===== src/rtl/systolic_seq_ctrl_pkg.sv =====
// Shared types and constants for the systolic array sequencer.
// Latency: n/a (declarations only).
// Backpressure: n/a.
package systolic_pkg;

    // PE pipeline: input register, multiply, accumulate.
    localparam int PE_LAT = 3;

    typedef enum logic [2:0] {
        IDLE,
        CLEAR,
        STREAM,
        FLUSH,
        DRAIN,
        DONE
    } state_t;

    // Cycles needed after the last stream step for the final operand pair
    // to land in the accumulator of PE(N-1,N-1).
    function automatic int flush_len(input int n);
        return n + PE_LAT - 2;
    endfunction

endpackage


===== src/rtl/systolic_seq_ctrl_if.sv =====
// Control/handshake bundle between sequencer, skew buffers, array and writeback.
// Latency: n/a (wires only).
// Backpressure: in_valid stalls streaming, drain_ready stalls result drain.
// master: job/operand/writeback side (drives start, cfg_k, in_valid, drain_ready).
// slave : sequencer side (drives busy, done, array controls, drain and perf outputs).
interface systolic_seq_ctrl_if #(
    parameter int N  = 4,
    parameter int KW = 16
) ();
    logic                 start;
    logic [KW-1:0]        cfg_k;
    logic                 in_valid;
    logic                 drain_ready;
    logic                 busy;
    logic                 done;
    logic                 arr_ce;
    logic                 arr_load_acc;
    logic [N-1:0]         feed_en;
    logic [KW:0]          stream_t;
    logic                 drain_valid;
    logic [$clog2(N)-1:0] drain_row;
    logic [31:0]          perf_cycles;
    logic [31:0]          perf_stalls;

    modport master (
        output start, cfg_k, in_valid, drain_ready,
        input  busy, done, arr_ce, arr_load_acc, feed_en, stream_t,
               drain_valid, drain_row, perf_cycles, perf_stalls
    );

    modport slave (
        input  start, cfg_k, in_valid, drain_ready,
        output busy, done, arr_ce, arr_load_acc, feed_en, stream_t,
               drain_valid, drain_row, perf_cycles, perf_stalls
    );
endinterface


===== src/rtl/systolic_seq_ctrl_skew_mask.sv =====
// Skew mask: lane i is live for stream steps i <= t < k+i.
// Latency: combinational.
// Backpressure: none; follows t, which the caller holds during stalls.
// Ports: t (stream step, KW+1 bits), k (reduction length), feed_en (one bit per lane).
module systolic_skew_mask #(
    parameter int N  = 4,
    parameter int KW = 16
) (
    input  logic [KW:0]   t,
    input  logic [KW-1:0] k,
    output logic [N-1:0]  feed_en
);
    for (genvar i = 0; i < N; i++) begin : g_lane
        localparam logic [KW:0] IDX = (KW+1)'(i);
        logic [KW:0] hi;
        // k+i at KW+1 bits cannot overflow for any KW-bit k and small N.
        assign hi         = {1'b0, k} + IDX;
        assign feed_en[i] = (t >= IDX) && (t < hi);
    end
endmodule


===== src/rtl/systolic_seq_ctrl.sv =====
// Sequencer for an N x N output-stationary systolic array: clear, skewed stream, flush, row drain.
// Latency: 1 clear + (k+N-1 stream steps + N+1 flush when k>0) + N drain beats + 1 done cycle.
// Backpressure: in_valid=0 freezes stream step and array; drain_ready=0 holds the current row.
// Ports: clk, rst (sync, active-high), bus (systolic_seq_ctrl_if.slave).
// Optional macro SYSTOLIC_SEQ_CTRL_PERF_EN enables saturating perf_cycles/perf_stalls counters.
module systolic_seq_ctrl
    import systolic_pkg::*;
#(
    parameter int N  = 4,
    parameter int KW = 16
) (
    input  logic           clk,
    input  logic           rst,
    systolic_seq_ctrl_if.slave bus
);
    localparam int              FL       = flush_len(N);
    localparam int              FW       = $clog2(FL + 1);
    localparam int              RW       = $clog2(N);
    localparam logic [FW-1:0]   FL_LAST  = FW'(FL - 1);
    localparam logic [RW-1:0]   ROW_LAST = RW'(N - 1);
    localparam logic [KW:0]     SKEW     = (KW+1)'(N - 2);

    state_t          state_q, state_d;
    logic [KW-1:0]   k_q, k_d;
    logic [KW:0]     t_q, t_d;
    logic [FW-1:0]   fl_q, fl_d;
    logic [RW-1:0]   row_q, row_d;
    logic [KW:0]     t_last;
    logic [N-1:0]    mask;
    logic            start_acc;

    // Last stream step index, k+N-2, kept at KW+1 bits so k=2^KW-1 fits.
    assign t_last    = {1'b0, k_q} + SKEW;
    assign start_acc = (state_q == IDLE) && bus.start;

    systolic_skew_mask #(.N(N), .KW(KW)) u_mask (
        .t       (t_q),
        .k       (k_q),
        .feed_en (mask)
    );

    always_ff @(posedge clk) begin
        if (rst) begin
            state_q <= IDLE;
            k_q     <= '0;
            t_q     <= '0;
            fl_q    <= '0;
            row_q   <= '0;
        end else begin
            state_q <= state_d;
            k_q     <= k_d;
            t_q     <= t_d;
            fl_q    <= fl_d;
            row_q   <= row_d;
        end
    end

    always_comb begin
        state_d = state_q;
        k_d     = k_q;
        t_d     = t_q;
        fl_d    = fl_q;
        row_d   = row_q;
        case (state_q)
            IDLE: begin
                if (bus.start) begin
                    k_d     = bus.cfg_k;
                    t_d     = '0;
                    state_d = CLEAR;
                end
            end
            CLEAR: begin
                fl_d    = '0;
                row_d   = '0;
                state_d = (k_q != '0) ? STREAM : DRAIN;
            end
            STREAM: begin
                if (bus.in_valid) begin
                    t_d = t_q + (KW+1)'(1);
                    if (t_q == t_last) begin
                        state_d = FLUSH;
                    end
                end
            end
            FLUSH: begin
                if (fl_q == FL_LAST) begin
                    state_d = DRAIN;
                end else begin
                    fl_d = fl_q + FW'(1);
                end
            end
            DRAIN: begin
                if (bus.drain_ready) begin
                    if (row_q == ROW_LAST) begin
                        row_d   = '0;
                        state_d = DONE;
                    end else begin
                        row_d = row_q + RW'(1);
                    end
                end
            end
            DONE:    state_d = IDLE;
            default: state_d = IDLE;
        endcase
    end

    // Everything except arr_ce in STREAM is decoded from flops only.
    assign bus.busy         = (state_q != IDLE);
    assign bus.done         = (state_q == DONE);
    assign bus.arr_load_acc = (state_q == CLEAR);
    assign bus.arr_ce       = (state_q == CLEAR) || (state_q == FLUSH) ||
                              ((state_q == STREAM) && bus.in_valid);
    assign bus.feed_en      = (state_q == STREAM) ? mask : '0;
    assign bus.stream_t     = t_q;
    assign bus.drain_valid  = (state_q == DRAIN);
    assign bus.drain_row    = row_q;

`ifdef SYSTOLIC_SEQ_CTRL_PERF_EN
    logic [31:0] cyc_q, cyc_d, stl_q, stl_d;

    always_comb begin
        cyc_d = cyc_q;
        stl_d = stl_q;
        if (start_acc) begin
            cyc_d = '0;
            stl_d = '0;
        end else begin
            if ((state_q != IDLE) && (cyc_q != '1)) begin
                cyc_d = cyc_q + 32'd1;
            end
            if ((state_q == STREAM) && !bus.in_valid && (stl_q != '1)) begin
                stl_d = stl_q + 32'd1;
            end
        end
    end

    always_ff @(posedge clk) begin
        if (rst) begin
            cyc_q <= '0;
            stl_q <= '0;
        end else begin
            cyc_q <= cyc_d;
            stl_q <= stl_d;
        end
    end

    assign bus.perf_cycles = cyc_q;
    assign bus.perf_stalls = stl_q;
`else
    assign bus.perf_cycles = '0;
    assign bus.perf_stalls = '0;
`endif

endmodule


===== src/flat_wrapper.sv =====
// flat-port wrapper written by rule: the top's interface ports become plain ports
module systolic_seq_ctrl_flat import systolic_pkg::*;
#(
    parameter int N  = 4,
    parameter int KW = 16
)
  (clk, rst, bus_start, bus_cfg_k, bus_in_valid, bus_drain_ready, bus_busy, bus_done, bus_arr_ce, bus_arr_load_acc, bus_feed_en, bus_stream_t, bus_drain_valid, bus_drain_row, bus_perf_cycles, bus_perf_stalls);
  systolic_seq_ctrl_if #(.N(N), .KW(KW)) bus_i ();
  input  logic clk;
  input  logic rst;
  input wire logic [$bits(bus_i.start)-1:0] bus_start;
  input wire logic [$bits(bus_i.cfg_k)-1:0] bus_cfg_k;
  input wire logic [$bits(bus_i.in_valid)-1:0] bus_in_valid;
  input wire logic [$bits(bus_i.drain_ready)-1:0] bus_drain_ready;
  output wire logic [$bits(bus_i.busy)-1:0] bus_busy;
  output wire logic [$bits(bus_i.done)-1:0] bus_done;
  output wire logic [$bits(bus_i.arr_ce)-1:0] bus_arr_ce;
  output wire logic [$bits(bus_i.arr_load_acc)-1:0] bus_arr_load_acc;
  output wire logic [$bits(bus_i.feed_en)-1:0] bus_feed_en;
  output wire logic [$bits(bus_i.stream_t)-1:0] bus_stream_t;
  output wire logic [$bits(bus_i.drain_valid)-1:0] bus_drain_valid;
  output wire logic [$bits(bus_i.drain_row)-1:0] bus_drain_row;
  output wire logic [$bits(bus_i.perf_cycles)-1:0] bus_perf_cycles;
  output wire logic [$bits(bus_i.perf_stalls)-1:0] bus_perf_stalls;
  assign bus_i.start = bus_start;
  assign bus_i.cfg_k = bus_cfg_k;
  assign bus_i.in_valid = bus_in_valid;
  assign bus_i.drain_ready = bus_drain_ready;
  assign bus_busy = bus_i.busy;
  assign bus_done = bus_i.done;
  assign bus_arr_ce = bus_i.arr_ce;
  assign bus_arr_load_acc = bus_i.arr_load_acc;
  assign bus_feed_en = bus_i.feed_en;
  assign bus_stream_t = bus_i.stream_t;
  assign bus_drain_valid = bus_i.drain_valid;
  assign bus_drain_row = bus_i.drain_row;
  assign bus_perf_cycles = bus_i.perf_cycles;
  assign bus_perf_stalls = bus_i.perf_stalls;
  systolic_seq_ctrl #(.N(N), .KW(KW)) u_core (.clk(clk), .rst(rst), .bus(bus_i));
endmodule

===== config.mk =====
export PLATFORM = sky130hd
export DESIGN_NAME = systolic_seq_ctrl_flat
export DESIGN_NICKNAME = d
export VERILOG_FILES = /design/src/rtl/systolic_seq_ctrl_pkg.sv /design/src/rtl/systolic_seq_ctrl_if.sv /design/src/rtl/systolic_seq_ctrl_skew_mask.sv /design/src/rtl/systolic_seq_ctrl.sv /design/src/flat_wrapper.sv
export SDC_FILE = /design/constraint.sdc
export NUM_CORES = 1
export LEC_CHECK = 0
export BUFFER_PORTS_ARGS = -buffer_cell sky130_fd_sc_hd__buf_2
export CAP_MARGIN = 20
export CORE_MARGIN = 2
export CORE_UTILIZATION = 30
export DETAILED_ROUTE_END_ITERATION = 16
export GPL_ROUTABILITY_DRIVEN = 0
export PLACE_DENSITY_LB_ADDON = 0.08
export SLEW_MARGIN = 20
export SYNTH_ARGS = -nofsm -noshare
export SYNTH_HDL_FRONTEND = slang
export SYNTH_HIERARCHICAL = 1
export SYNTH_SLANG_ARGS = --single-unit

===== constraint.sdc =====
create_clock -name clk -period 3.85 [get_ports clk]
set_input_delay 0.77 -clock clk [delete_from_list [all_inputs] [get_ports clk]]
set_output_delay 0.77 -clock clk [all_outputs]
set_load 0.1 [all_outputs]

# Yosys cells after proc, flatten, opt, wreduce, memory -nomap -nowiden
# Index checks and enable logic that the tools add are counted.
# op_classes
reduce_logical	18
n_lt_le_gt_ge	8
shifts	0
n_addsub	6
eq_ne	15
n_bitwise	0
mux	17
n_mul	0
div_mod_pow	0
# op_table
op	count
17-bit < comparator	3
16-bit by 2-bit adder with 17-bit output, second input constant	2
17-bit by 1-bit greater-or-equal comparator with 1-bit output, second input constant	2
17-bit by 2-bit greater-or-equal comparator with 1-bit output, second input constant	2
17-bit two-way mux	2
17-bit case mux with 2 select lines	1
3-bit two-way mux	8
16-bit by 1-bit adder with 17-bit output, second input constant	1
17-bit by 1-bit adder with 17-bit output, second input constant	1
17-bit equality test	1
17-bit by 16-bit < comparator with 1-bit output	1
16-bit nonzero test	1
3-bit case mux with 5 select lines	1
3-bit equality test, second input constant	3
2-bit != test, second input constant	4
3-bit by 2-bit equality test with 1-bit output, second input constant	2
2-bit by 1-bit != test with 1-bit output, second input constant	3
3-bit case mux with 2 select lines	1
2-bit AND reduction	3
6-bit AND reduction	1
2-bit nonzero test	3
1-bit logical AND	5
2-bit two-way mux	2
4-bit two-way mux	1
9 further kinds	10
# word_totals
n_memories	0
input_bits	21
rom_bits	0
register_bits	41
ram_bits	0
word_cells	69
latchBits	0
output_inout_bits	92

# Logic depth before layout (Yosys ltp)
# Gate-level depths: netlist of the first run.
# depth
word_depth	5
mapped_depth	14

# Hierarchy
# Netlist of the first run, hierarchy kept.
# modules_own_cells
mod	area_per_inst_um2	cells_per_inst	n_inst
systolic_seq_ctrl	2895.3	377	1
systolic_skew_mask	2228.4	299	1

# Least setup slack after synthesis of the first run
# No wires, ideal clock.
# synth_timing
path_kind	reg2out
startpoint	register u_core.k_q[2]
endpoint	output port bus_feed_en[3]
path_stages_with_launch	14
path_slack_ps	-291
t_arrival_ps	3371
required_ps	3080
path_buffers	1
path_cell_list	dfxtp_1 ha_1 a21oi_1 or3_1 buf_6 nor3_2 xnor2_1 ha_1 nand2_1 nor2_1 a211oi_1 o21ai_0 a2111oi_1 and3_1
# synth_between
elab_chain_cells	4
# synth_rtl
element	line_no	text
start, declared	systolic_seq_ctrl.sv:24	logic [KW-1:0] k_q, k_d;
start signal, assigned	systolic_seq_ctrl.sv:51	k_q <= k_d;
16-bit by 2-bit adder with 17-bit output	systolic_seq_ctrl_skew_mask.sv:17	assign hi = {1'b0, k} + IDX;
17-bit < comparator	systolic_seq_ctrl_skew_mask.sv:18	assign feed_en[i] = (t >= IDX) && (t < hi);
1-bit logical AND	systolic_seq_ctrl_skew_mask.sv:18	
named net u_core.mask[3]	systolic_seq_ctrl.sv:29	logic [N-1:0] mask;
4-bit two-way mux	systolic_seq_ctrl.sv:113	assign bus.feed_en = (state_q == STREAM) ? mask : '0;
end, declared	flat_wrapper.sv:19	output wire logic [$bits(bus_i.feed_en)-1:0] bus_feed_en;
# The timed path passes the listed nets, and every way through them passes these cells.

# Worst setup path in the final report of the first run
# layout_timing
startpoint	register u_core.k_q[1]
endpoint	output port bus_feed_en[3]
# The elaborated chain is that of the path after synthesis.

==> out/metrics.yaml, run 1 <==
layout:
  layout_common_cells: "87 x nand2_1, 69 x ha_1, 68 x buf_4"
  drive_gt1_share_pct: 24.71
  syn2layout_area_growth_pct: 22.66
  num-fill-cells: 1776
  stdcell_area_um2: 6285
  final_common_cell: "nand2_1"
  diodes: 0
  fin_nets: 869
  finish.utilization_pct: 37.76
outcome:
  outcome: "finished with violations"
  violations: "setup timing"
die:
  initial_core_util_pct: 30.79
  dieWidth_um: 134.7
  core.rowCount: 47
  pin_count: 113
  core_area_um2: 16640
  fp.dieH_um: 134.7
  die_area_um2: 18140
drt:
  avgViaCountPerCell: 4.879
  vias: 4864
  drtAntennaViolNets: 0
  routed_wl_um: 16230
  routedWlPerCell_um: 16.27
  drcViolationCount: 0
  drt_iter0_drc: 244
  firstDrtPassIters: 5
synthesis:
  yosys.area.top_type: "ha_1"
  synth.avg_cell_area_um2: 7.579
  yosysTopAreaCellShare_pct: 17.58
  synth-seq-area-share_pct: 16.02
  yosys_register_bits: 41
  synth_edf_count: 0
  syn_area_um2: 5124
  ys_types: 62
  synthFlopType: "dfxtp_1"
  synth.area.top_cells: "ha_1 18%, dfxtp_1 16%, xnor2_1 9.4%"
  yosysWarnings: 6
  syn_inst: 676
  async_flop_share_pct: 0
clock_tree:
  numCtsBuffers: 5
  cts_tree: "yes"
  hold_buffers: 0
  clkTransAtPathRegs_ns: 0.07
  cts_buffer_depth: 2
  clk_latency_ns: 0.31
  cts_htree_levels: 2
  clock-sinks: 41
  clockRootBuffer: "clkbuf_16"
sta:
  max_freq_ghz: 0.2552
  fin_skew_ns: 0.01263
  worst_slack_ns: -0.06871
  setup_violations: 1
  hold_viol: 0
  finalCriticalPeriod_ns: 3.919
  grt_setup_unrepaired: "true"
  max_slew.worst_pin.slew_ns: 0.9438
  fin_hold_ws_ns: 0.4918
  slew-limit-headroom_pct: 36.84
  period_share_pct: 101.8
  slew_viol_final: 0
power:
  power_w: 0.002700
  peakVddDrop_uv: 201.7
  p_leak_nw: 2.824
  powerDensity_nw_per_um2: 429.5
setup_path:
  slowest_delay_ns: 0.38
  cp_slowest_cell: "a2111oi_1"
  worstSetupPathType: "flip-flop to primary output"
  crit_top_cell: "a21oi_1"
  cp-start-kind: "flip-flop"
  crit_fanout: 4
  cp_data_required_time_ns: 3.08
  cp_cell_sequence: "inv_4 -> ha_4 -> a21oi_2 -> or3_4 -> buf_6 -> nor2_8 -> xnor2_1 -> ha_1 -> nand4_1 -> a21oi_1 -> a21oi_1 -> o21ai_1 -> a2111oi_1 -> and3_2 -> buf_12"
  arrival_ns: 3.15
  worstSetupEndpointType: "primary output"
grt:
  grt_pass1_wl_um: 25180
  gr-total-overflow: 0
  grt_usage_pct: 17.83
  grt_pass1_vias: 4698
  grt_start_max_net_pins: 28
  antenna_found_initial: 0
placed_design:
  io_buffers: 48
  placed_cell_area_um2: 5771
  pre_cts_slack_ns: -0.02758
  dp_hpwl_um: 12930
worst_hold_path:
  hp-class: "flip-flop to flip-flop"
job:
  drv_cap: 0
registers in the layout, summed over array words and instances, names as in the netlist:
signal                flops
u_core/bus.stream_t      17
u_core/k_q               16
u_core/bus.drain_row      2
u_core/state_q            3
u_core/fl_q               3
routing by layer:
metal | part of all wire [%] | vias to the layer above | global-route usage, % | routed length [um]
met2 | 46 | 118 | 29.47 | 7473
li1 | - | 2440 | - | -
met5 | 0 | - | 0 | 0
met3 | 4.0 | 9 | 2.628 | 652
met1 | 49 | 2297 | 24.63 | 7948
met4 | 0.93 | 0 | 3.743 | 151
worst max-delay path, delay by kind of cell, from the launching register on:
family                   cells  cell delay, ns
flip-flops                   1            0.37
AND/OR/NAND/NOR              4            0.82
adder cells (fa/ha/maj)      2            0.40
AO/OA/AOI/OAI                5            0.71
XOR/XNOR                     1            0.13
buffers and inverters        3            0.41
metrics by stage:
| stage | instances | setup TNS, ns |
|---|---|---|
| 2_1_floorplan | 739 | -0.009068 |
| 3_3_place_gp | 974 | 0 |
| 3_5_place_dp | 974 | -0.02758 |
| 4_1_cts | 992 | -0.1152 |
| 5_1_grt | 997 | -0.4728 |
| 6_report | 997 | -0.06871 |
synth_stat cells (2+ instances only):
cell / number
dfxtp_1: 41
mux2i_1: 3
nor3_1: 12
o211ai_1: 3
clkbuf_1: 14
nor4_1: 16
xnor2_1: 55
nand3_1: 25
buf_2: 9
a211oi_2: 2
inv_1: 25
xor2_1: 18
or4_1: 4
a21o_1: 5
nor2_1: 37
nor2b_1: 3
nand4_1: 23
buf_6: 2
nor3_2: 3
a211oi_1: 4
a22oi_1: 2
buf_4: 64
a31oi_1: 6
a21oi_1: 56
o21ai_0: 16
and3_1: 14
and4_1: 3
o22ai_1: 2
or3_1: 7
nand2_1: 93
ha_1: 72
nand2b_1: 7
kinds of logic after synthesis:
kind of cell	after synthesis	share of synthesized area, %
AOI/OAI and AO/OA	107	12.48
DFF	41	16.02
adders and majority gates	72	17.58
buffers and inverters	118	13.87
other	1	0.07319
xor gates and xnor gates	75	13.26
and+or+nand+nor	259	26.13
muxes	3	0.5861
layout make-up:
| cell class | count | area [um^2] | area share [%] |
|---|---|---|---|
| clock buffers | 5 | 125.1 | 1.991 |
| clock inverters | 3 | 26.28 | 0.4181 |
| inverters | 27 | 103.9 | 1.652 |
| multi-input cells | 580 | 4040 | 64.28 |
| flip-flops and latches | 41 | 847.1 | 13.48 |
| well taps | 220 | 275.3 | 4.380 |
| repair buffers | 121 | 867.1 | 13.80 |
where the power goes:
group	switching (W)	leakage (nW)	total [W]	internal, W
logic	0.00114	2.41	0.00165	0.000511
registers	0.000102	0.339	0.000583	0.000480
clock network	0.000214	0.0752	0.000462	0.000248
worst paths after layout:
path | endpoint | depth (start not counted) | from | slack, ns
worst min-delay path | u_core/bus.drain_row[1] | 2 | u_core/bus.drain_row[1] | 0.49
worst max register to register | u_core/state_q[2] | 9 | u_core/k_q[2] | 1.18
worst min register to register | u_core/bus.drain_row[1] | 2 | u_core/bus.drain_row[1] | 0.49
worst max-delay path | bus_feed_en[3] | 15 | u_core/k_q[1] | -0.07
timing repair:
action / CTS / global route
buffers inserted: 10 / 5
pin swaps: 23 / 21
resized for setup: 45 / 20
endpoints found under the setup margin: 3 / 3
Power figures use the tool's default switching activity.
==> run 2: changes to the inputs <==
--- a/config.mk
+++ b/config.mk
@@ -8,12 +8,11 @@
 export BUFFER_PORTS_ARGS = -buffer_cell sky130_fd_sc_hd__buf_2
 export CAP_MARGIN = 20
 export CORE_MARGIN = 2
-export CORE_UTILIZATION = 30
+export CORE_UTILIZATION = 49
 export DETAILED_ROUTE_END_ITERATION = 16
 export GPL_ROUTABILITY_DRIVEN = 0
 export PLACE_DENSITY_LB_ADDON = 0.08
 export SLEW_MARGIN = 20
 export SYNTH_ARGS = -nofsm -noshare
 export SYNTH_HDL_FRONTEND = slang
-export SYNTH_HIERARCHICAL = 1
 export SYNTH_SLANG_ARGS = --single-unit
==> run 2 against run 1 <==
Net effect: the run now ends clean; critical path depth fell by 4; clock skew decreased by 0.0077 ns; die area fell by 44%; combinational power shrank 49%; sequential power decreased by 17%; final cell count fell by 24%; global-route usage rose by 5.8 points; power decreased by 41%; via count down 17%; utilization rose by 17 points; design area decreased by 20%; sequential cell count unchanged; critical endpoint is now bus_feed_en[2]; largest power group unchanged; highest routed layer unchanged.
==> out/metrics.yaml, run 2 <==
outcome:
  outcome: "completed"
drt:
  drtAntennaViolNets: 0  # unchanged
  routedWlPerCell_um: 15.73  # -3.4%
  firstDrtPassIters: 4  # -1
  avgViaCountPerCell: 5.336  # +9.4%
  routed_wl_um: 11920  # -27%
  drt_iter0_drc: 131  # -46%
  drcViolationCount: 0  # unchanged
  vias: 4045  # -17%
placed_design:
  io_buffers: 48  # unchanged
  dp_hpwl_um: 9599  # -26%
  placed_cell_area_um2: 4773  # -17%
  pre_cts_slack_ns: 0.1422  # +0.1698 ns
worst_hold_path:
  hp-class: "flip-flop to flip-flop"
  hold_start: "u_core.k_q[2]"
synthesis:
  yosysMostFrequentCell: "ha_1"
  synth.avg_cell_area_um2: 7.676  # +1.3%
  synth.area.top_cells: "ha_1 21%, dfxtp_1 18%, buf_4 11%"
  syn_area_um2: 4552  # -11%
  async_flop_share_pct: 0  # unchanged
  synth-seq-area-share_pct: 18.03  # +2.0 points
  synthFlopType: "dfxtp_1"
  yosysTopAreaCellShare_pct: 20.62  # +3.0 points
  yosys.area.top_type: "ha_1"
  ys_top_cells_by_count: "75 x ha_1, 67 x nand2_1, 65 x buf_4, 49 x nor2_1, 44 x a21oi_1"
  synth_edf_count: 0  # unchanged
  ys_types: 51  # -18%
  yosys_register_bits: 41  # unchanged
  syn_inst: 593  # -12%
  yosysWarnings: 0  # -6
power:
  peakVddDrop_uv: 293.9  # +46%
  power.switching_w: 0.0008360  # -43%
  p_leak_nw: 2.270  # -20%
  powerDensity_nw_per_um2: 319.7  # -26%
  clkPwrFrac_pct: 17.0  # about the same
  switching_share_pct: 52.06  # -2.0 points
  power_w: 0.001606  # -41%
  seqPwrFrac_pct: 30.2  # +8.6 points
  p_comb_share_pct: 52.8  # -8.5 points
  internal_power_w: 0.0007699  # -38%
sta:
  tns_ns: 0  # +0.06871 ns
  setup_violations: 0  # -1
  slew_viol_final: 0  # unchanged
  period_share_pct: 97.54  # -4.2 points
  slew-limit-headroom_pct: 56.56  # +20 points
  finalCriticalPeriod_ns: 3.755  # -0.1632 ns
  fin_skew_ns: 0.004973  # -0.007656 ns
  hold_viol: 0  # unchanged
  worst_slack_ns: 0.09454  # +0.1632 ns
  max_freq_ghz: 0.2663  # +4.3%
  grt_setup_unrepaired: "true"
  max_slew.worst_pin.slew_ns: 0.6466  # -0.2972 ns
clock_tree:
  clk_latency_ns: 0.29  # -0.02 ns
  hold_buffers: 0  # unchanged
  cts_buffer_depth: 2  # unchanged
  numCtsBuffers: 5  # unchanged
  clock-sinks: 41  # unchanged
  cts_htree_levels: 2  # unchanged
  cts_tree: "yes"
  clkTransAtPathRegs_ns: 0.07  # about the same
  clockRootBuffer: "clkbuf_8"
grt:
  grt_usage_pct: 23.64  # +5.8 points
  antenna_found_initial: 0  # unchanged
  grt_pass1_vias: 3735  # -20%
  gr-total-overflow: 0  # unchanged
  grt_start_max_net_pins: 36  # +29%
  grt_pass1_wl_um: 18750  # -26%
setup_path:
  startpoint: "u_core.k_q[2]"
  cp_data_required_time_ns: 3.08  # about the same
  crit_fanout: 7  # +3
  cp-start-kind: "flip-flop"
  regToRegStartpoint: "u_core.k_q[2]"
  worstSetupEndpointType: "primary output"
  arrival_ns: 2.99  # -0.16 ns
  worstSetupPathType: "flip-flop to primary output"
layout:
  final_common_cell: "ha_1"
  stdcell_area_um2: 5024  # -20%
  layout_common_cells: "74 x ha_1, 66 x nand2_1, 64 x conb_1"
  diodes: 0  # unchanged
  syn2layout_area_growth_pct: 10.36
  drive_gt1_share_pct: 17.77  # -6.9 points
  fin_nets: 742  # -15%
  largest_reg_flops: 17  # unchanged
die:
  die_area_um2: 10080  # -44%
  core.rowCount: 35  # -26%
  pin_count: 113  # unchanged
  dieWidth_um: 100.4  # -25%
  initial_core_util_pct: 49.97  # +19 points
  fp.dieH_um: 100.4  # -25%
  core_area_um2: 9109  # -45%
job:
  drv_cap: 0  # unchanged
-- run 2: cell count changes in the layout (fill, tap and decap cells not counted), moves of 8 or more --
| cell | before | now |
|---|---|---|
| a21oi_1 | 51 | 42 |
| buf_4 | 68 | 26 |
| nand2_1 | 87 | 66 |
| nor2_1 | 29 | 45 |
| nor4_1 | 14 | 6 |
| xnor2_1 | 52 | 40 |
-- run 2: final timing paths --
path,cells after the start,to,slack [ns]
setup reg to reg,11,u_core.state_q[0],0.68
hold / removal,2,u_core.k_q[2],0.49
hold reg to reg,2,u_core.k_q[2],0.49
setup / recovery,11,bus_feed_en[2],0.09
-- run 2: cell families (layout without fill, tap and decap cells) --
family	Yosys count	in the layout	synth area share, %
buf+inv	116	107	15.48
simple gates	216	216	22.93
flops	41	41	18.03
mux	3	3	0.7970
other cells	1	64	0.08238
compound gates	90	90	12.26
xor+xnor	51	51	9.813
fa+ha+maj	75	75	20.62
-- run 2: worst max-delay path: stages, from the launching register on --
cell	delay [ns]
dfxtp_1	0.36
buf_4	0.18
inv_2	0.07
or4_4	0.57
nor3_2	0.22
xnor2_1	0.14
ha_1	0.27
a21oi_1	0.14
a21oi_1	0.11
nor3_1	0.18
o2111a_2	0.26
buf_12	0.18
-- run 2: per-stage QoR --
step	hold WS, ns	instances	utilization [%]
floorplan	0.4607	656	-
global placement	0.4705	746	52.40
detailed placement	0.4778	746	52.40
CTS	0.4882	755	53.72
global route	0.5158	758	55.15
finish	0.4865	758	55.15
-- run 2: repair_timing --
action | in CTS | in global routing
setup endpoints to repair | 3 | 3
setup buffers | 1 | 3
resized for setup | 10 | 26
pin swaps | 2 | 6
-- run 2: final cells by class --
cell class / count / area (um^2)
clock buffers: 6 / 72.57
clock inverters: 2 / 10.01
fillers: 910 / 4085
inverters: 25 / 93.84
multi-input cells: 499 / 3395
flip-flops and latches: 41 / 833.3
well taps: 111 / 138.9
repair buffers: 74 / 480.5
-- run 2: metal layers --
metal | vias up | part of all wire [%] | global-route usage, % | routed length [um]
li1 | 2051 | - | - | -
met1 | 1893 | 47 | 33.30 | 5559
met2 | 91 | 47 | 39.44 | 5607
met3 | 10 | 5.2 | 1.811 | 617
met4 | 0 | 1.2 | 5.374 | 139
met5 | - | 0 | 0 | 0
-- run 2: power groups by stage --
stage / registers [W] / clock network [W] / logic (W)
floorplan: 0.000482 / 0 / 0.000756
global placement: 0.000491 / 0 / 0.000826
detailed placement: 0.000492 / 0 / 0.000831
CTS: 0.000483 / 0.000280 / 0.000836
global route: 0.000490 / 0.000297 / 0.000909
finish: 0.000485 / 0.000272 / 0.000848
==> run 3: changes to the inputs <==
==> constraint.sdc (replaced) <==
create_clock -name clk -period 3.5 [get_ports clk]
set_input_delay 0.35 -clock clk [delete_from_list [all_inputs] [get_ports clk]]
set_output_delay 0.35 -clock clk [all_outputs]
set_load 0.1 [all_outputs]
==> run 3 against run 2 <==
Net effect: design area shrank 1.1%; combinational power grew 9.8%; sequential power grew 12%; final cell count shrank 0.66%; utilization shrank 0.60 points; worst setup slack gained 0.048 ns; count of clock-buffer cells in the layout shrank 1; critical path type unchanged; critical endpoint is now bus_feed_en[1]; largest cell class unchanged.
==> out/metrics.yaml, run 3 (synthesis results as in run 2) <==
layout:
  finish.utilization_pct: 54.55  # -0.60 points
  largest_reg_flops: 17  # unchanged
  fin_nets: 737  # -0.67%
  stdcell_area_um2: 4969  # -1.1%
  drive_gt1_share_pct: 17.45  # -0.33 points
  diodes: 0  # unchanged
  final_common_cell: "ha_1"
  syn2layout_area_growth_pct: 9.153
  layout_common_cells: "74 x ha_1, 67 x nand2_1, 64 x conb_1"
setup_path:
  startpoint: "u_core.k_q[9]"
  cp_slowest_cell: "or4_4"
  cp_data_required_time_ns: 3.15  # +0.07 ns
  crit_top_cell: "a21o_1"
  cp-start-kind: "flip-flop"
  arrival_ns: 3.01  # +0.02 ns
  worstSetupPathType: "flip-flop to primary output"
  regToRegStartpoint: "u_core.k_q[1]"
  crit_fanout: 7  # unchanged
  worstSetupEndpointType: "primary output"
  cp_cell_sequence: "nand4_1 -> or4_4 -> nor2_2 -> xnor2_2 -> ha_1 -> a21o_1 -> a21o_1 -> a2111oi_2 -> o311a_2 -> buf_12"
  slowest_delay_ns: 0.47  # -0.10 ns
job:
  drv_cap: 0  # unchanged
grt:
  grt_pass1_wl_um: 19630  # +4.7%
  antenna_found_initial: 0  # unchanged
  grt_pass1_vias: 3857  # +3.3%
  gr-total-overflow: 0  # unchanged
  grt_usage_pct: 24.74  # +1.1 points
  grt_start_max_net_pins: 36  # unchanged
placed_design:
  io_buffers: 48  # unchanged
  placed_cell_area_um2: 4747  # -0.55%
  dp_hpwl_um: 9839  # +2.5%
sta:
  period_share_pct: 95.93
  slew_viol_final: 0  # unchanged
  setup_violations: 0  # unchanged
  hold_viol: 0  # unchanged
  max_slew.worst_pin.slew_ns: 0.6676  # +0.02099 ns
  max_freq_ghz: 0.2978
  finalCriticalPeriod_ns: 3.358
  tns_ns: 0  # unchanged
  slew-limit-headroom_pct: 55.15  # -1.4 points
  fin_skew_ns: 0.007632  # +0.002658 ns
drt:
  avgViaCountPerCell: 5.402  # +1.2%
  drt_iter0_drc: 143  # +9.2%
  drtAntennaViolNets: 0  # unchanged
  wl_met3_um: 635  # +2.9%
  routed_wl_um: 12370  # +3.8%
  vias: 4068  # +0.57%
  dr_wl_met2_um: 5872  # +4.7%
  routedWlPerCell_um: 16.43  # +4.5%
  wl_met1_um: 5664  # +1.9%
  drcViolationCount: 0  # unchanged
  firstDrtPassIters: 4  # unchanged
  highest_layer: "met4"
die:
  initial_core_util_pct: 49.97  # unchanged
  core.rowCount: 35  # unchanged
  fp.dieH_um: 100.4  # unchanged
  die_area_um2: 10080  # unchanged
  dieWidth_um: 100.4  # unchanged
  pin_count: 113  # unchanged
  core_area_um2: 9109  # unchanged
power:
  p_leak_nw: 2.222  # -2.1%
  peakVddDrop_uv: 278.6  # -5.2%
  powerDensity_nw_per_um2: 358.1  # +12%
outcome:
  outcome: "completed"
clock_tree:
  cts_buffer_depth: 2  # unchanged
  clkTransAtPathRegs_ns: 0.08  # about the same
  numCtsBuffers: 5  # unchanged
  cts_tree: "yes"
  clockRootBuffer: "clkbuf_8"
  clock-sinks: 41  # unchanged
  clk_latency_ns: 0.29  # about the same
  cts_htree_levels: 2  # unchanged
worst_hold_path:
  hold_start: "bus_cfg_k[9]"
  hp-class: "input port to flip-flop"
run 3: cell type report:
class	instances	area [um^2]
Clock inverter	3	17.52
Sequential cell	41	838.3
Tap cell	111	138.9
Timing Repair Buffer	69	442.9
Clock buffer	5	68.82
Inverter	25	93.84
Multi-Input combinational cell	499	3368
Fill cell	888	4140
run 3: critical path, delay by kind of cell, from the launching register on:
family	cells	cell delay [ns]
fa+ha+maj	1	0.27
buf+inv	1	0.17
simple gates	3	0.75
xor+xnor	1	0.13
compound gates	4	1.00
flops	1	0.38
run 3: layer usage:
metal,vias up,GRT usage [%]
li1,2035,-
met2,103,41.66
met5,-,0
met4,0,7.271
met1,1914,32.98
met3,16,3.343
run 3: stage by stage:
stage	power (W)	hold slack, ns	worst slack [ns]	std cells
2_1_floorplan	0.001362	0.4607	0.01335	656
3_3_place_gp	0.001449	0.4711	0.2669	742
3_5_place_dp	0.001461	0.4847	0.1973	742
4_1_cts	0.001773	0.2792	0.006476	751
5_1_grt	0.001879	0.2826	-0.02792	753
6_report	0.001779	0.2837	0.1424	753
run 3: final timing paths:
| path | endpoint | slack [ns] | cells after the start |
|---|---|---|---|
| setup / recovery | bus_feed_en[1] | 0.14 | 10 |
| hold reg to reg | u_core.fl_q[0] | 0.49 | 2 |
| hold / removal | u_core.k_q[9] | 0.28 | 3 |
| setup reg to reg | u_core.state_q[0] | 0.54 | 10 |
run 3: where the power goes:
part | internal [W] | total, W | leakage, nW | switching [W]
Combinational | 0.000212 | 0.000931 | 1.84 | 0.000719
Sequential | 0.000497 | 0.000541 | 0.337 | 0.0000442
Clock | 0.000138 | 0.000306 | 0.0439 | 0.000169
run 3: what timing repair did:
action,CTS,global route
hold buffers,0,0
resized for setup,8,25
setup endpoints to repair,3,3
pin swaps,1,7
setup buffers,1,2
